<file path="src/rtl/ex_mul_unit_pkg.sv">
// Shared types and constants for the EX-stage iterative multiplier.
// The ALU opcode macros mirror the shared defines.v opcode table.
`ifndef ALU_MUL
`define ALU_ADD    4'h0
`define ALU_SUB    4'h1
`define ALU_AND    4'h2
`define ALU_OR     4'h3
`define ALU_XOR    4'h4
`define ALU_SLL    4'h5
`define ALU_SRL    4'h6
`define ALU_SRA    4'h7
`define ALU_SLT    4'h8
`define ALU_SLTU   4'h9
`define ALU_MUL    4'hA
`define ALU_MULH   4'hB
`define ALU_MULHSU 4'hC
`define ALU_MULHU  4'hD
`endif

package ex_mul_unit_pkg;

    typedef enum logic [1:0] {
        IDLE = 2'd0,
        CALC = 2'd1,
        DONE = 2'd2
    } mul_state_t;

    localparam int         MUL_ITERS = 32;
    localparam logic [4:0] LAST_ITER = 5'(MUL_ITERS - 1);

    function automatic logic is_mul_op(
        input logic [3:0] op
    );
        logic r;
        r = 1'b0;
        unique case (1'b1)
            (op == `ALU_MUL):    r = 1'b1;
            (op == `ALU_MULH):   r = 1'b1;
            (op == `ALU_MULHSU): r = 1'b1;
            (op == `ALU_MULHU):  r = 1'b1;
            default:             r = 1'b0;
        endcase
        return r;
    endfunction

endpackage

</file>
<file path="src/rtl/mul_sign_fix.sv">
// Applies the stored result sign to the magnitude product
// and selects the low or high result word.
module mul_sign_fix #(
    parameter int XLEN = 32
) (
    input  logic [2*XLEN-1:0] prod,
    input  logic              sign,
    input  logic              sel_hi,
    output logic [XLEN-1:0]   word
);

    logic [2*XLEN-1:0] fixed;

    assign fixed = sign ? ({(2*XLEN){1'b0}} - prod) : prod;
    assign word  = sel_hi ? fixed[2*XLEN-1:XLEN]
                          : fixed[XLEN-1:0];

endmodule

</file>
<file path="src/rtl/ex_mul_unit.sv">
// Iterative radix-2 shift-add multiplier for the RV32M
// MUL/MULH/MULHSU/MULHU group, stalling EX while it runs.
module ex_mul_unit
    import ex_mul_unit_pkg::*;
#(
    parameter int XLEN = 32
) (
    input  logic            clk,
    input  logic            rst_n,
    input  logic            mul_start,
    input  logic [3:0]      alu_op,
    input  logic [XLEN-1:0] op_a,
    input  logic [XLEN-1:0] op_b,
    input  logic            flush,
    output logic            mul_busy,
    output logic            mul_stall,
    output logic            mul_done,
    output logic [XLEN-1:0] mul_result
);

    mul_state_t state;
    mul_state_t state_nx;

    logic [4:0]        cnt;
    logic              fin;
    logic [2*XLEN-1:0] acc;
    logic [XLEN-1:0]   mcand;
    logic [3:0]        op_q;
    logic              sign_q;

    logic              accept;
    logic              signed_a;
    logic              signed_b;
    logic              neg_a;
    logic              neg_b;
    logic [XLEN-1:0]   mag_a;
    logic [XLEN-1:0]   mag_b;
    logic [XLEN:0]     sum;
    logic [2*XLEN-1:0] step;
    logic              sel_hi;
    logic [XLEN-1:0]   fix_word;

    assign accept = (state == IDLE) && mul_start
                  && is_mul_op(alu_op) && !flush;

    assign signed_a = (alu_op != `ALU_MULHU);
    assign signed_b = (alu_op == `ALU_MUL)
                   || (alu_op == `ALU_MULH);

    assign neg_a = signed_a && op_a[XLEN-1];
    assign neg_b = signed_b && op_b[XLEN-1];
    assign mag_a = neg_a ? -op_a : op_a;
    assign mag_b = neg_b ? -op_b : op_b;

    // Multiplier sits in the low half and shifts out as the
    // partial sum grows into the high half.
    assign sum  = {1'b0, acc[2*XLEN-1:XLEN]}
                + (acc[0] ? {1'b0, mcand} : '0);
    assign step = {sum, acc[XLEN-1:1]};

    assign sel_hi = (op_q != `ALU_MUL);

    mul_sign_fix #(
        .XLEN (XLEN)
    ) u_sign_fix (
        .prod   (acc),
        .sign   (sign_q),
        .sel_hi (sel_hi),
        .word   (fix_word)
    );

    assign mul_busy  = (state == CALC);
    assign mul_done  = (state == DONE);
    assign mul_stall = accept || (state == CALC);

    always_comb begin
        state_nx = state;
        unique case (state)
            IDLE: begin
                if (accept) state_nx = CALC;
            end
            CALC: begin
                if (flush)    state_nx = IDLE;
                else if (fin) state_nx = DONE;
            end
            DONE: begin
                state_nx = IDLE;
            end
            default: state_nx = IDLE;
        endcase
    end

    always_ff @(posedge clk or negedge rst_n) begin
        if (!rst_n) begin
            state <= IDLE;
        end else begin
            state <= state_nx;
        end
    end

    always_ff @(posedge clk or negedge rst_n) begin
        if (!rst_n) begin
            cnt        <= '0;
            fin        <= 1'b0;
            acc        <= '0;
            mcand      <= '0;
            op_q       <= '0;
            sign_q     <= 1'b0;
            mul_result <= '0;
        end else if (accept) begin
            cnt    <= '0;
            fin    <= 1'b0;
            acc    <= {{XLEN{1'b0}}, mag_b};
            mcand  <= mag_a;
            op_q   <= alu_op;
            sign_q <= neg_a ^ neg_b;
        end else if ((state == CALC) && !flush) begin
            // fin marks the extra cycle that publishes the result
            if (!fin) begin
                acc <= step;
                cnt <= cnt + 5'd1;
                if (cnt == LAST_ITER) fin <= 1'b1;
            end else begin
                mul_result <= fix_word;
            end
        end
    end

endmodule

</file>
<file path="config.mk">
export PLATFORM = sky130hd
export DESIGN_NAME = ex_mul_unit
export DESIGN_NICKNAME = d
export VERILOG_FILES = /design/src/rtl/ex_mul_unit_pkg.sv /design/src/rtl/mul_sign_fix.sv /design/src/rtl/ex_mul_unit.sv
export SDC_FILE = /design/constraint.sdc
export NUM_CORES = 1
export LEC_CHECK = 0
export CORE_AREA = 2 2 127 154
export DETAILED_ROUTE_END_ITERATION = 16
export DIE_AREA = 0 0 129 156
export PLACE_DENSITY_LB_ADDON = 0.12
export SLEW_MARGIN = 20
export SYNTH_ARGS = -nofsm -noshare
export SYNTH_HDL_FRONTEND = slang
export SYNTH_SLANG_ARGS = --single-unit
</file>
<file path="constraint.sdc">
create_clock -name clk -period 4.15 [get_ports clk]
set_input_delay 0.83 -clock clk [delete_from_list [all_inputs] [get_ports clk]]
set_output_delay 0.83 -clock clk [all_outputs]
set_load 0.01 [all_outputs]
</file>
== Yosys cells after proc, flatten, opt, wreduce, memory -nomap -nowiden ==
Index checks and enable logic that the tools add are counted.

* $add $sub $neg: 5
* Eq/ne operators: 12
* Mux-type cells: 20
* Bitwise gates (word level): 2
* Reduce and logical (&&, ||, !) cells: 15

{| class="wikitable"
|+ Operator list
! cell !! number
|-
| 2-to-1 mux 64 bit || 4
|-
| 2-to-1 mux 32 bit || 4
|-
| negator 32 bit || 2
|-
| subtractor 1 x 64 -> 64 bit, first input constant || 1
|-
| adder 32 x 32 -> 33 bit || 1
|-
| equality test 4 bit, second input constant || 4
|-
| 2-to-1 mux 5 bit || 3
|-
| inequality test 4 bit, second input constant || 2
|-
| logical AND 1 bit || 6
|-
| 2-to-1 mux 2 bit || 3
|-
| adder 5 x 1 -> 5 bit, second input constant || 1
|-
| equality test 5 bit, second input constant || 1
|-
| 2-to-1 mux 1 bit || 5
|-
| case mux 2 bit (2 select lines) || 1
|-
| AND reduction 2 bit || 2
|-
| OR reduction 4 bit || 1
|-
| inequality test 3 x 2 -> 1 bit, second input constant || 1
|-
| AND reduction 3 bit || 1
|-
| equality test 2 x 1 -> 1 bit, second input constant || 1
|-
| equality test 2 bit, second input constant || 1
|-
| zero test 2 bit || 1
|-
| logical OR 1 bit || 2
|-
| inequality test 2 x 1 -> 1 bit, second input constant || 1
|-
| inequality test 2 bit, second input constant || 1
|-
| other kinds (4) || 4
|}

* Bits in registers: 141
* Logic and storage cells: 62

== Longest topological paths before layout ==
* Depth in word-level cells: 7
* Gate-level depth with buffers: 12
* Gate-level depth less buffers: 11

== Modules after synthesis ==
A second synthesis with hierarchy kept.

* Cells, all modules: 1296
* Area total of the unflattened synthesis: 10901.7 um2

{| class="wikitable"
|+ By module, submodules not included
! module !! instances !! cells each !! area each (um2) !! sequential area each (um2)
|-
| ex_mul_unit || 1 || 978 || 8800.9 || 3528.4
|-
| mul_sign_fix || 1 || 318 || 2100.8 || 0.0
|}

== Least setup slack after synthesis ==
OpenSTA, ideal clock, no wires.

* Kind: flip-flop to flip-flop
* From: reg acc[0]
* To: reg acc[61]
* Library setup time: 0.126 ns
* Arrival time: 3.031 ns
* Slack: 0.993 ns
* Stages on the path, launching flop included: 13
* Path buffers: 1
* Clock period less this slack: 3.157 ns
* Cell sequence: dfrtp_1 > clkbuf_1 > and2_1 > ha_1 > fa_1 > a21o_1 > a221oi_1 > o221ai_1 > a41oi_1 > o41ai_1 > nand2_1 > o21ai_0 > a221o_1

* Cells in the longest elaborated chain, start to end: 5

{| class="wikitable"
|+ Ends and longest elaborated chain
! what !! RTL line !! text
|-
| start, declared || ex_mul_unit.sv:26 || <nowiki>logic [2*XLEN-1:0] acc;</nowiki>
|-
| start signal, assigned || ex_mul_unit.sv:113 || <nowiki>acc <= {{XLEN{1'b0}}, mag_b};</nowiki>
|-
| start signal, assigned || ex_mul_unit.sv:120 || <nowiki>acc <= step;</nowiki>
|-
| 2-to-1 mux 32 bit || ex_mul_unit.sv:58 || <nowiki>+ (acc[0] ? {1'b0, mcand} : '0);</nowiki>
|-
| adder 32 x 32 -> 33 bit || ex_mul_unit.sv:58 ||
|-
| 2-to-1 mux 64 bit || ex_mul_unit.sv:119 || <nowiki>if (!fin) begin</nowiki>
|-
| 2-to-1 mux 64 bit || ex_mul_unit.sv:117 || <nowiki>end else if ((state == CALC) && !flush) begin</nowiki>
|-
| 2-to-1 mux 64 bit || ex_mul_unit.sv:110 || <nowiki>end else if (accept) begin</nowiki>
|}

No other way between the ends. The select of a mux whose other input is x is not followed.
A chain may end at the register's enable or synchronous reset.

== Worst setup path after layout ==
* From: in flush
* To: out mul_stall

* Cells in the longest elaborated chain, start to end: 3

{| class="wikitable"
|+ Ends and longest elaborated chain
! what !! RTL line !! text
|-
| start, declared || ex_mul_unit.sv:14 || <nowiki>input logic flush,</nowiki>
|-
| zero test 1 bit || ex_mul_unit.sv:44 || <nowiki>&& is_mul_op(alu_op) && !flush;</nowiki>
|-
| logical AND 1 bit || ex_mul_unit.sv:44 ||
|-
| logical OR 1 bit || ex_mul_unit.sv:74 || <nowiki>assign mul_stall = accept || (state == CALC);</nowiki>
|-
| end, declared || ex_mul_unit.sv:16 || <nowiki>output logic mul_stall,</nowiki>
|}

No other way between the ends.

==> results.py <==
metrics = {
    "layout": {
        "register_area_um2": 3530,
        "drive_gt1_frac": 0.0556,
        "syn_to_final_growth_pct": 18.5,
        "nFillCells": 1628,
        "n_antenna_cell": 0,
        "final_design_area_no_fill_um2": 12200,
        "multi_input_area_um2": 6460,
        "stdcell_count": 1604,
        "layout.nets": 1445,
    },
    "timing": {
        "fin_ws_ps": 652,
        "max_freq_ghz": 0.286,
        "setup_tns_ps": 0,
        "max_slew_margin": 0.349,
        "period_share": 0.843,
        "holdWs_ps": 471,
        "rsz0062_at_grt": "false",
        "slew_viol_final": 0,
        "fin_skew_ps": 12.1,
        "finalSetupViolations": 0,
        "layout_min_cycle_time_ps": 3500,
        "worst_slew_pin_slew_ps": 975,
        "hold_viol_final": 0,
    },
    "critical_path": {
        "worstSetupStartpointType": "input pin",
        "cp_max_fo": 5,
        "cp.arrival_ps": 2670,
        "required_ps": 3320,
        "reg2reg_depth": 12,
        "end_kind": "output port",
        "critPathKind": "input pin to output port",
    },
    "yosys": {
        "yosysWarningCount": 0,
        "netlist_instances": 1264,
        "ys.flop_type": "dfrtp_1",
        "ys_ff_latch": 141,
        "synth_edf_count": 0,
        "netlist.area_leader.share": 0.342,
        "synthArstFlopShare": 1.00,
        "yosysMostFrequentCell": "nand2_1",
        "synth_nets": 1374,
        "synthesis.area_um2": 10300,
        "yosys-top-cells-area": "dfrtp_1 (34%), o21ai_0 (7.1%), xnor2_1 (6.0%)",
        "avgSynthCellArea_um2": 8.16,
        "synth_cell_type_count": 65,
        "synthTopCellsByCount": "nand2_1 (154), o21ai_0 (147), dfrtp_1 (141), a21oi_1 (87), nor2_1 (87)",
        "ys_seq_area_frac": 0.342,
        "synth_top_cell_by_area": "dfrtp_1",
    },
    "clocking": {
        "cts.sinks": 141,
        "cts_setup_buffers": 0,
        "numCtsBuffers": 17,
        "cts_tree": "yes",
        "htree_levels": 4,
        "insertion_delay_ps": 440,
        "cts_resized": 0,
        "cts_root_buf": "clkbuf_16",
        "clk_pin_slew_worst_paths_ps": 60,
        "cts_buffer_depth": 2,
        "hold_buffers": 0,
    },
    "global_routing": {
        "antenna_found_initial": 0,
        "grt_max_degree": 107,
        "grtUsageTotal": 0.304,
        "grt_pass1_wl_mm": 48.3,
        "overflow": 0,
        "grt_pass1_vias": 9458,
    },
    "placement": {
        "place_congestion": 0.939,
        "place_ws_ps": 432,
        "placedCellCount": 1572,
        "io_buffers": 106,
        "placed_cell_area_um2": 11600,
        "dp_hpwl_mm": 22.0,
    },
    "floorplan": {
        "die_h_um": 156,
        "initial_core_util": 0.553,
        "die_x_um": 129,
        "rows": 55,
        "dieArea_um2": 20100,
        "io_pins": 107,
        "core_area_um2": 18600,
    },
    "detailed_routing": {
        "ant_nets": 0,
        "dr.pass1.iters": 5,
        "routed_via_density": 6.05,
        "remaining_drc_errors": 0,
        "drt-initial-drc-count": 844,
        "routed_wl_mm": 29.1,
        "via_count": 9701,
        "routedWlPerCell_um": 18.1,
    },
    "outcome": {
        "status": "complete, no violations",
    },
    "worst_hold_path": {
        "hold_class": "input pin to async pin",
    },
    "power_and_ir_drop": {
        "power_density_nw_per_um2": 511,
        "cellLeakagePower_nw": 5.21,
        "peakVddDrop_v": 0.000328,
    },
    "job": {
        "drv_cap": 0,
    },
}
-- per-layer routing --
metal  vias to the layer above  part of all wire  global-route usage
li1                       4712                 -                   -
met1                      4636              0.43               0.389
met2                       295              0.50               0.520
met3                        58             0.047              0.0480
met4                         0             0.026               0.106
met5                         -                 0                   0
-- state kept, by name, summed over array words and instances, names as in the netlist --
signal,count
op_q,4
sign_q,1
mcand,32
cnt,5
fin,1
acc,64
state,2
mul_result,32
-- final timing paths --
kind                          start        endpoint  slack [ps]
min                           rst_n         acc[12]         470
min in group clk           mcand[4]        mcand[4]         470
min reg2reg                mcand[4]        mcand[4]         470
max                           flush       mul_stall         650
max in group asynchronous     rst_n  mul_result[29]        2950
max reg2reg                  acc[0]         acc[57]         670
-- cell usage in the layout, fill, tap and decap left out, types with 30 or more instances in the layout --
cell type,instances
xnor2_1,71
and2_1,38
nand2_1,153
ha_1,37
a21oi_1,87
nor2_1,86
xor2_1,68
o21ai_0,147
a22oi_1,32
dfrtp_1,141
nand3_1,31
clkdlybuf4s50_1,105
nor3_1,30
-- cell type report --
cell class                      count  share of cell area
Clock buffer                       17              0.0348
Clock inverter                     15              0.0151
Inverter                           22             0.00676
Multi-Input combinational cell   1030               0.529
Sequential cell                   141               0.289
Tap cell                          256              0.0262
Timing Repair Buffer              123              0.0994
-- report_power, final --
group | internal [mW] | switching [mW]
Combinational | 1.03 | 1.40
Clock | 0.952 | 0.642
Sequential | 1.69 | 0.532
-- cells by family after synthesis --
family,count (synthesis),share of synthesized area
simple gates,450,0.215
compound gates,396,0.237
flops,141,0.342
xor+xnor,139,0.118
buf+inv,93,0.0339
fa+ha+maj,38,0.0468
mux,7,0.00680
-- through the flow --
| step | power (mW) | utilization |
|---|---|---|
| finish | 6.24 | 0.655 |
| global route | 6.65 | 0.655 |
| CTS | 6.22 | 0.655 |
| detailed placement | 4.61 | 0.622 |
| global placement | 4.57 | 0.622 |
| floorplan | 3.83 | - |
-- worst max-delay path: stages --
cell             delay [ps]
clkdlybuf4s50_1         490
nor4_1                  620
nand2_2                 100
nand2_1                 100
clkdlybuf4s50_1         520
No activity file was read; power rests on OpenSTA's default activity.
